==> src/rtl/branch_predictor_if.sv <==
// Fetch-lookup / execute-resolve bundle between the pipeline and the branch predictor.
interface branch_predictor_if #(
    parameter int unsigned DATA_WIDTH = 32,
    parameter int unsigned GHR_W      = 4
);
    // Fetch-side lookup
    logic [DATA_WIDTH-1:0] pc_f;
    logic                  pred_taken_f;
    logic [DATA_WIDTH-1:0] pred_target_f;
    logic [DATA_WIDTH-1:0] pred_next_pc_f;
    logic [GHR_W-1:0]      ghr_f;

    // Execute-side resolution
    logic                  update_en_e;
    logic                  is_jump_e;
    logic [DATA_WIDTH-1:0] pc_e;
    logic                  taken_e;
    logic [DATA_WIDTH-1:0] target_e;
    logic                  pred_taken_e;
    logic [DATA_WIDTH-1:0] pred_target_e;
    logic [GHR_W-1:0]      ghr_e;
    logic                  mispredict_e;
    logic [DATA_WIDTH-1:0] redirect_pc_e;

    // Pipeline side
    modport master (
        output pc_f,
        input  pred_taken_f,
        input  pred_target_f,
        input  pred_next_pc_f,
        input  ghr_f,
        output update_en_e,
        output is_jump_e,
        output pc_e,
        output taken_e,
        output target_e,
        output pred_taken_e,
        output pred_target_e,
        output ghr_e,
        input  mispredict_e,
        input  redirect_pc_e
    );

    // Predictor side
    modport slave (
        input  pc_f,
        output pred_taken_f,
        output pred_target_f,
        output pred_next_pc_f,
        output ghr_f,
        input  update_en_e,
        input  is_jump_e,
        input  pc_e,
        input  taken_e,
        input  target_e,
        input  pred_taken_e,
        input  pred_target_e,
        input  ghr_e,
        output mispredict_e,
        output redirect_pc_e
    );
endinterface

==> src/rtl/branch_predictor.sv <==
// Direct-mapped branch target buffer with 2-bit saturating counters.
// Zero-latency lookup at fetch, table/history update at execute resolution.
// MODE=0 indexes bimodally by PC, MODE=1 folds the global history in (gshare).
module branch_predictor #(
    parameter int unsigned DATA_WIDTH = 32,
    parameter int unsigned ENTRIES    = 16,
    parameter int unsigned GHR_W      = 4,
    parameter int unsigned MODE       = 0
) (
    input  logic                 clk,
    input  logic                 rst,
    branch_predictor_if.slave    bp
);
    localparam int unsigned IDX_W   = $clog2(ENTRIES);
    localparam int unsigned TAG_LSB = IDX_W + 2;
    localparam int unsigned TAG_W   = DATA_WIDTH - TAG_LSB;

    // Table storage
    logic                  r_valid  [ENTRIES];
    logic                  r_jump   [ENTRIES];
    logic [TAG_W-1:0]      r_tag    [ENTRIES];
    logic [DATA_WIDTH-1:0] r_target [ENTRIES];
    logic [1:0]            r_ctr    [ENTRIES];
    logic [GHR_W-1:0]      r_ghr;

    // Fetch-side lookup signals
    logic [IDX_W-1:0]      w_idx_f;
    logic [TAG_W-1:0]      w_tag_f;
    logic                  w_hit_f;
    logic                  w_pred_taken_f;
    logic [DATA_WIDTH-1:0] w_pc_plus4_f;

    // Execute-side update signals
    logic [IDX_W-1:0]      w_idx_e;
    logic [TAG_W-1:0]      w_tag_e;
    logic                  w_hit_e;
    logic [1:0]            w_ctr_e;
    logic [1:0]            w_ctr_next_e;
    logic                  w_mispredict_e;
    logic [DATA_WIDTH-1:0] w_pc_plus4_e;

    // Bits that intentionally do not affect the result (word-aligned PCs, unused history MSB)
    logic                  w_unused;
    assign w_unused = ^{bp.pc_f[1:0], bp.pc_e[1:0], bp.ghr_e};

    // Table index: PC word bits, optionally XORed with zero-extended history
    always_comb begin
        w_idx_f = bp.pc_f[IDX_W+1:2];
        w_idx_e = bp.pc_e[IDX_W+1:2];
        if (MODE == 1) begin
            w_idx_f = bp.pc_f[IDX_W+1:2] ^ IDX_W'(r_ghr);
            w_idx_e = bp.pc_e[IDX_W+1:2] ^ IDX_W'(bp.ghr_e);
        end
    end

    assign w_tag_f = bp.pc_f[DATA_WIDTH-1:TAG_LSB];
    assign w_tag_e = bp.pc_e[DATA_WIDTH-1:TAG_LSB];

    // Fetch lookup: jumps are always predicted taken once learned, branches follow ctr MSB
    always_comb begin
        w_hit_f        = r_valid[w_idx_f] && (r_tag[w_idx_f] == w_tag_f);
        w_pred_taken_f = w_hit_f && (r_ctr[w_idx_f][1] || r_jump[w_idx_f]);
        w_pc_plus4_f   = bp.pc_f + DATA_WIDTH'(4);
    end

    assign bp.pred_taken_f   = w_pred_taken_f;
    assign bp.pred_target_f  = r_target[w_idx_f];
    assign bp.pred_next_pc_f = w_pred_taken_f ? r_target[w_idx_f] : w_pc_plus4_f;
    assign bp.ghr_f          = r_ghr;

    // Resolution: hit detection and saturating counter step for the resolving entry
    always_comb begin
        w_hit_e      = r_valid[w_idx_e] && (r_tag[w_idx_e] == w_tag_e);
        w_ctr_e      = r_ctr[w_idx_e];
        w_ctr_next_e = w_ctr_e;
        if (bp.taken_e) begin
            if (w_ctr_e != 2'b11) begin
                w_ctr_next_e = w_ctr_e + 2'd1;
            end
        end else begin
            if (w_ctr_e != 2'b00) begin
                w_ctr_next_e = w_ctr_e - 2'd1;
            end
        end
    end

    // Mispredict: wrong direction, or taken to a different target; suppressed while in reset
    always_comb begin
        w_mispredict_e = bp.update_en_e &&
                         ((bp.pred_taken_e != bp.taken_e) ||
                          (bp.taken_e && (bp.pred_target_e != bp.target_e)));
        w_pc_plus4_e   = bp.pc_e + DATA_WIDTH'(4);
    end

    assign bp.mispredict_e  = w_mispredict_e && !rst;
    assign bp.redirect_pc_e = bp.taken_e ? bp.target_e : w_pc_plus4_e;

    // Table update on resolution; reset clears everything and blocks any concurrent write
    always_ff @(posedge clk or posedge rst) begin
        if (rst) begin
            for (int unsigned i = 0; i < ENTRIES; i++) begin
                r_valid[i]  <= 1'b0;
                r_jump[i]   <= 1'b0;
                r_tag[i]    <= '0;
                r_target[i] <= '0;
                r_ctr[i]    <= 2'b01;
            end
        end else if (bp.update_en_e) begin
            if (w_hit_e) begin
                if (bp.is_jump_e) begin
                    r_ctr[w_idx_e]  <= 2'b11;
                    r_jump[w_idx_e] <= 1'b1;
                end else begin
                    r_ctr[w_idx_e]  <= w_ctr_next_e;
                end
                if (bp.taken_e) begin
                    r_target[w_idx_e] <= bp.target_e;
                end
            end else if (bp.taken_e) begin
                r_valid[w_idx_e]  <= 1'b1;
                r_tag[w_idx_e]    <= w_tag_e;
                r_target[w_idx_e] <= bp.target_e;
                r_ctr[w_idx_e]    <= bp.is_jump_e ? 2'b11 : 2'b10;
                r_jump[w_idx_e]   <= bp.is_jump_e;
            end
        end
    end

    // Global history: rebuilt from the history that travelled with the branch, so a
    // resolved conditional branch also repairs any wrong-path speculation
    always_ff @(posedge clk or posedge rst) begin
        if (rst) begin
            r_ghr <= '0;
        end else if ((MODE == 1) && bp.update_en_e && !bp.is_jump_e) begin
            r_ghr <= GHR_W'({bp.ghr_e, bp.taken_e});
        end
    end

endmodule

==> src/flat_wrapper.sv <==
// flat-port wrapper written by rule: the top's interface ports become plain ports
module branch_predictor_flat 
#(
    parameter int unsigned DATA_WIDTH = 32,
    parameter int unsigned ENTRIES    = 16,
    parameter int unsigned GHR_W      = 4,
    parameter int unsigned MODE       = 0
)
  (clk, rst, bp_pc_f, bp_pred_taken_f, bp_pred_target_f, bp_pred_next_pc_f, bp_ghr_f, bp_update_en_e, bp_is_jump_e, bp_pc_e, bp_taken_e, bp_target_e, bp_pred_taken_e, bp_pred_target_e, bp_ghr_e, bp_mispredict_e, bp_redirect_pc_e);
  branch_predictor_if #(.DATA_WIDTH(DATA_WIDTH), .GHR_W(GHR_W)) bp_i ();
  input  logic clk;
  input  logic rst;
  input wire logic [$bits(bp_i.pc_f)-1:0] bp_pc_f;
  output wire logic [$bits(bp_i.pred_taken_f)-1:0] bp_pred_taken_f;
  output wire logic [$bits(bp_i.pred_target_f)-1:0] bp_pred_target_f;
  output wire logic [$bits(bp_i.pred_next_pc_f)-1:0] bp_pred_next_pc_f;
  output wire logic [$bits(bp_i.ghr_f)-1:0] bp_ghr_f;
  input wire logic [$bits(bp_i.update_en_e)-1:0] bp_update_en_e;
  input wire logic [$bits(bp_i.is_jump_e)-1:0] bp_is_jump_e;
  input wire logic [$bits(bp_i.pc_e)-1:0] bp_pc_e;
  input wire logic [$bits(bp_i.taken_e)-1:0] bp_taken_e;
  input wire logic [$bits(bp_i.target_e)-1:0] bp_target_e;
  input wire logic [$bits(bp_i.pred_taken_e)-1:0] bp_pred_taken_e;
  input wire logic [$bits(bp_i.pred_target_e)-1:0] bp_pred_target_e;
  input wire logic [$bits(bp_i.ghr_e)-1:0] bp_ghr_e;
  output wire logic [$bits(bp_i.mispredict_e)-1:0] bp_mispredict_e;
  output wire logic [$bits(bp_i.redirect_pc_e)-1:0] bp_redirect_pc_e;
  assign bp_i.pc_f = bp_pc_f;
  assign bp_pred_taken_f = bp_i.pred_taken_f;
  assign bp_pred_target_f = bp_i.pred_target_f;
  assign bp_pred_next_pc_f = bp_i.pred_next_pc_f;
  assign bp_ghr_f = bp_i.ghr_f;
  assign bp_i.update_en_e = bp_update_en_e;
  assign bp_i.is_jump_e = bp_is_jump_e;
  assign bp_i.pc_e = bp_pc_e;
  assign bp_i.taken_e = bp_taken_e;
  assign bp_i.target_e = bp_target_e;
  assign bp_i.pred_taken_e = bp_pred_taken_e;
  assign bp_i.pred_target_e = bp_pred_target_e;
  assign bp_i.ghr_e = bp_ghr_e;
  assign bp_mispredict_e = bp_i.mispredict_e;
  assign bp_redirect_pc_e = bp_i.redirect_pc_e;
  branch_predictor #(.DATA_WIDTH(DATA_WIDTH), .ENTRIES(ENTRIES), .GHR_W(GHR_W), .MODE(MODE)) u_core (.clk(clk), .rst(rst), .bp(bp_i));
endmodule
==> config.mk <==
export PLATFORM = sky130hd
export DESIGN_NAME = branch_predictor_flat
export DESIGN_NICKNAME = d
export VERILOG_FILES = /design/src/rtl/branch_predictor_if.sv /design/src/rtl/branch_predictor.sv /design/src/flat_wrapper.sv
export SDC_FILE = /design/constraint.sdc
export NUM_CORES = 2
export LEC_CHECK = 0
export BUFFER_PORTS_ARGS = -buffer_cell sky130_fd_sc_hd__buf_2
export CAP_MARGIN = 20
export CORE_UTILIZATION = 53
export DETAILED_ROUTE_END_ITERATION = 10
export MAX_ROUTING_LAYER = met4
export PLACE_DENSITY = 0.71
export SYNTH_ARGS = -nofsm -noshare
export SYNTH_HDL_FRONTEND = slang
export SYNTH_SLANG_ARGS = --single-unit
==> constraint.sdc <==
create_clock -name clk -period 38 [get_ports clk]
set_input_delay 7.6 -clock clk [delete_from_list [all_inputs] [get_ports clk]]
set_output_delay 7.6 -clock clk [all_outputs]
set_load 0.01 [all_outputs]
==> flow_summary.ini <==
[outcome]
outcome = complete, no violations

[sta]
finalCritPeriodShare = 0.550
max-slew-margin-rel = 0.339
setup_tns_ps = 0
setup_viol = 0
whs_ps = 498
fmax_ghz = 0.0478
maxSlewViolCount = 0
rsz0062_at_grt = no
finalCriticalPeriod_ps = 20900
fin_skew_ps = 35.0
hold_violations = 0
worst_slew_pin_slew_ps = 988

[synth]
yosys_warnings = 4
synth-seq-cells = 992
synth.cell_area_um2 = 51300
yosysSeqAreaShare = 0.485
synth-edff-count = 0
synthDistinctLibCells = 72
synthCells = 3500
postSynthAreaPerCell_um2 = 14.7
async_reset_ff_frac = 1.00
synth_flop_cell = dfrtp_1

[cts]
cts_tree = done
ctsHoldBuffers = 0
ctsLongestPathBuffers = 3
cts-resized-gates = 0
post_cts_buffers = 0
htreeDepth = 3
clock_latency_ps = 710
cts-root-buf = clkbuf_16
clkTransAtPathRegs_ps = 60
cts_buffers = 108
cts.sinks = 992

[layout]
final_common_cell = dfrtp_1
area_growth_pct = 10.8
instances_no_fill = 4940
fillers = 7424
multi_input_area_um2 = 24900
most-common-layout-cells = dfrtp_1 (976), mux2_2 (908), mux4_2 (394)
drive_gt1_frac = 0.507
regArea_um2 = 24800
nets = 3710
final_util = 0.596

[global_route]
gr-total-overflow = 0
grt_usage = 0.321
grt_pass1_vias = 33178
grt_max_degree = 167
grt_pass1_wl_um = 225000
antenna_found_initial = 17

[placement]
post-place-cells = 4722
gp_congestion = 0.920
io_buffers = 231
post-dp-hpwl_um = 91900

[detailed_routing]
routed_wl_um = 151000
dr.pass1.iters = 6
wire_per_inst_um = 30.5
drt_iter0_markers = 3342
antenna_left = 0
vias = 32919
viasPerCell = 6.66
drc = 0

[setup_path]
cp-end-kind = output pin
cp-start-kind = input port
crit_fanout = 85
crit_arrival_ps = 13300
rr_worst_depth = 11
worst-setup-path-type = in -> out
startpoint = bp_pc_f[3]
r2r_slack_ps = 33210
required_ps = 30400
r2r-start = u_core.r_tag[214]$_DFFE_PP0P_

[die]
die_h_um = 313
placementRows = 113
io_pins = 240
die_x_um = 313
start_util = 0.537
die_area_um2 = 98000
core_area_um2 = 95400

[hold_path]
hold_path_class = reg -> reg
holdPathStages = 1
hp-start = u_core.r_target[425]$_DFFE_PP0P_

[power]
p_per_area_nw_per_um2 = 53.7
peakVddDrop_mv = 0.0408
p_leak_nw = 24.7

[job]
drv_cap = 0
[metrics by stage]
step | total power, mW | setup WS, ps | instance area (µm²)
6_report | 3.05 | 17100 | 56800
2_1_floorplan | 1.84 | 549 | 51300
5_1_grt | 3.17 | 16930 | 56800
3_3_place_gp | 1.98 | 17200 | 53200
4_1_cts | 3.06 | 17160 | 56800
3_5_place_dp | 2.01 | 17190 | 53200
[routing by layer]
metal / share of wire / GRT usage
met5: 0 / -
met4: 0.041 / 0.122
met3: 0.084 / 0.0632
met2: 0.47 / 0.480
met1: 0.41 / 0.438
[final cells by class]
type | count | area share
Sequential cell | 992 | 0.437
Multi-Input combinational cell | 2135 | 0.438
Antenna cell | 16 | 0.000704
Clock inverter | 35 | 0.00608
Inverter | 23 | 0.00165
Clock buffer | 167 | 0.0566
Tap cell | 1265 | 0.0278
Timing Repair Buffer | 307 | 0.0318
[state kept, by name (all words and copies together) (netlist names)]
name and cells:
u_core.r_jump 16, u_core.r_tag 416, u_core.r_target 512, u_core.r_ctr 32
u_core.r_valid 16
[cells by family (layout without fill, tap and decap cells)]
group | after synthesis | in the layout | synth area share
AO/OA/AOI/OAI | 265 | 265 | 0.0346
XOR/XNOR | 132 | 132 | 0.0225
adder cells (fa/ha/maj) | 7 | 7 | 0.00161
buffers and inverters | 376 | 532 | 0.0330
flip-flops | 992 | 992 | 0.485
multiplexers | 1380 | 1380 | 0.388
other | 1 | 20 | 0.0000731
AND/OR/NAND/NOR | 347 | 347 | 0.0352
[cell usage after synthesis (23+ instances only)]
master,instances,area (µm²)
dfrtp_1,976,24400
mux2_2,908,10200
mux4_2,394,8870
clkbuf_1,227,852
nand2_1,100,375
o21ai_0,82,410
xnor2_1,78,683
buf_2,59,295
nor2_1,55,206
xor2_1,54,473
mux2i_1,49,490
a21oi_1,37,185
nand3_1,35,175
buf_1,31,116
mux2_1,28,315
nand4_1,26,163
o211ai_1,26,195
inv_1,23,86.3
nor3_1,23,115
[power by group]
part           switching (mW)  internal, mW
registers               0.124          1.27
logic                   0.260         0.351
clock network           0.440         0.615
[critical path: stages]
cell	delay (ps)
buf_8	570
buf_4	850
buf_4	710
mux4_2	430
mux4_2	540
xnor2_1	170
nand4_1	110
nor4_1	410
or4b_2	620
buf_4	340
a21oi_1	510
buf_2	230
[final timing paths]
path / end
min in group asynchronous: u_core.r_target[13]$_DFFE_PP0P_
max: bp_pred_next_pc_f[20]
min reg2reg: u_core.r_target[425]$_DFFE_PP0P_
min: u_core.r_target[425]$_DFFE_PP0P_
max reg2reg: u_core.r_tag[195]$_DFFE_PP0P_
max in group asynchronous: u_core.r_tag[311]$_DFFE_PP0P_
No activity file was read; power rests on OpenSTA's default activity.
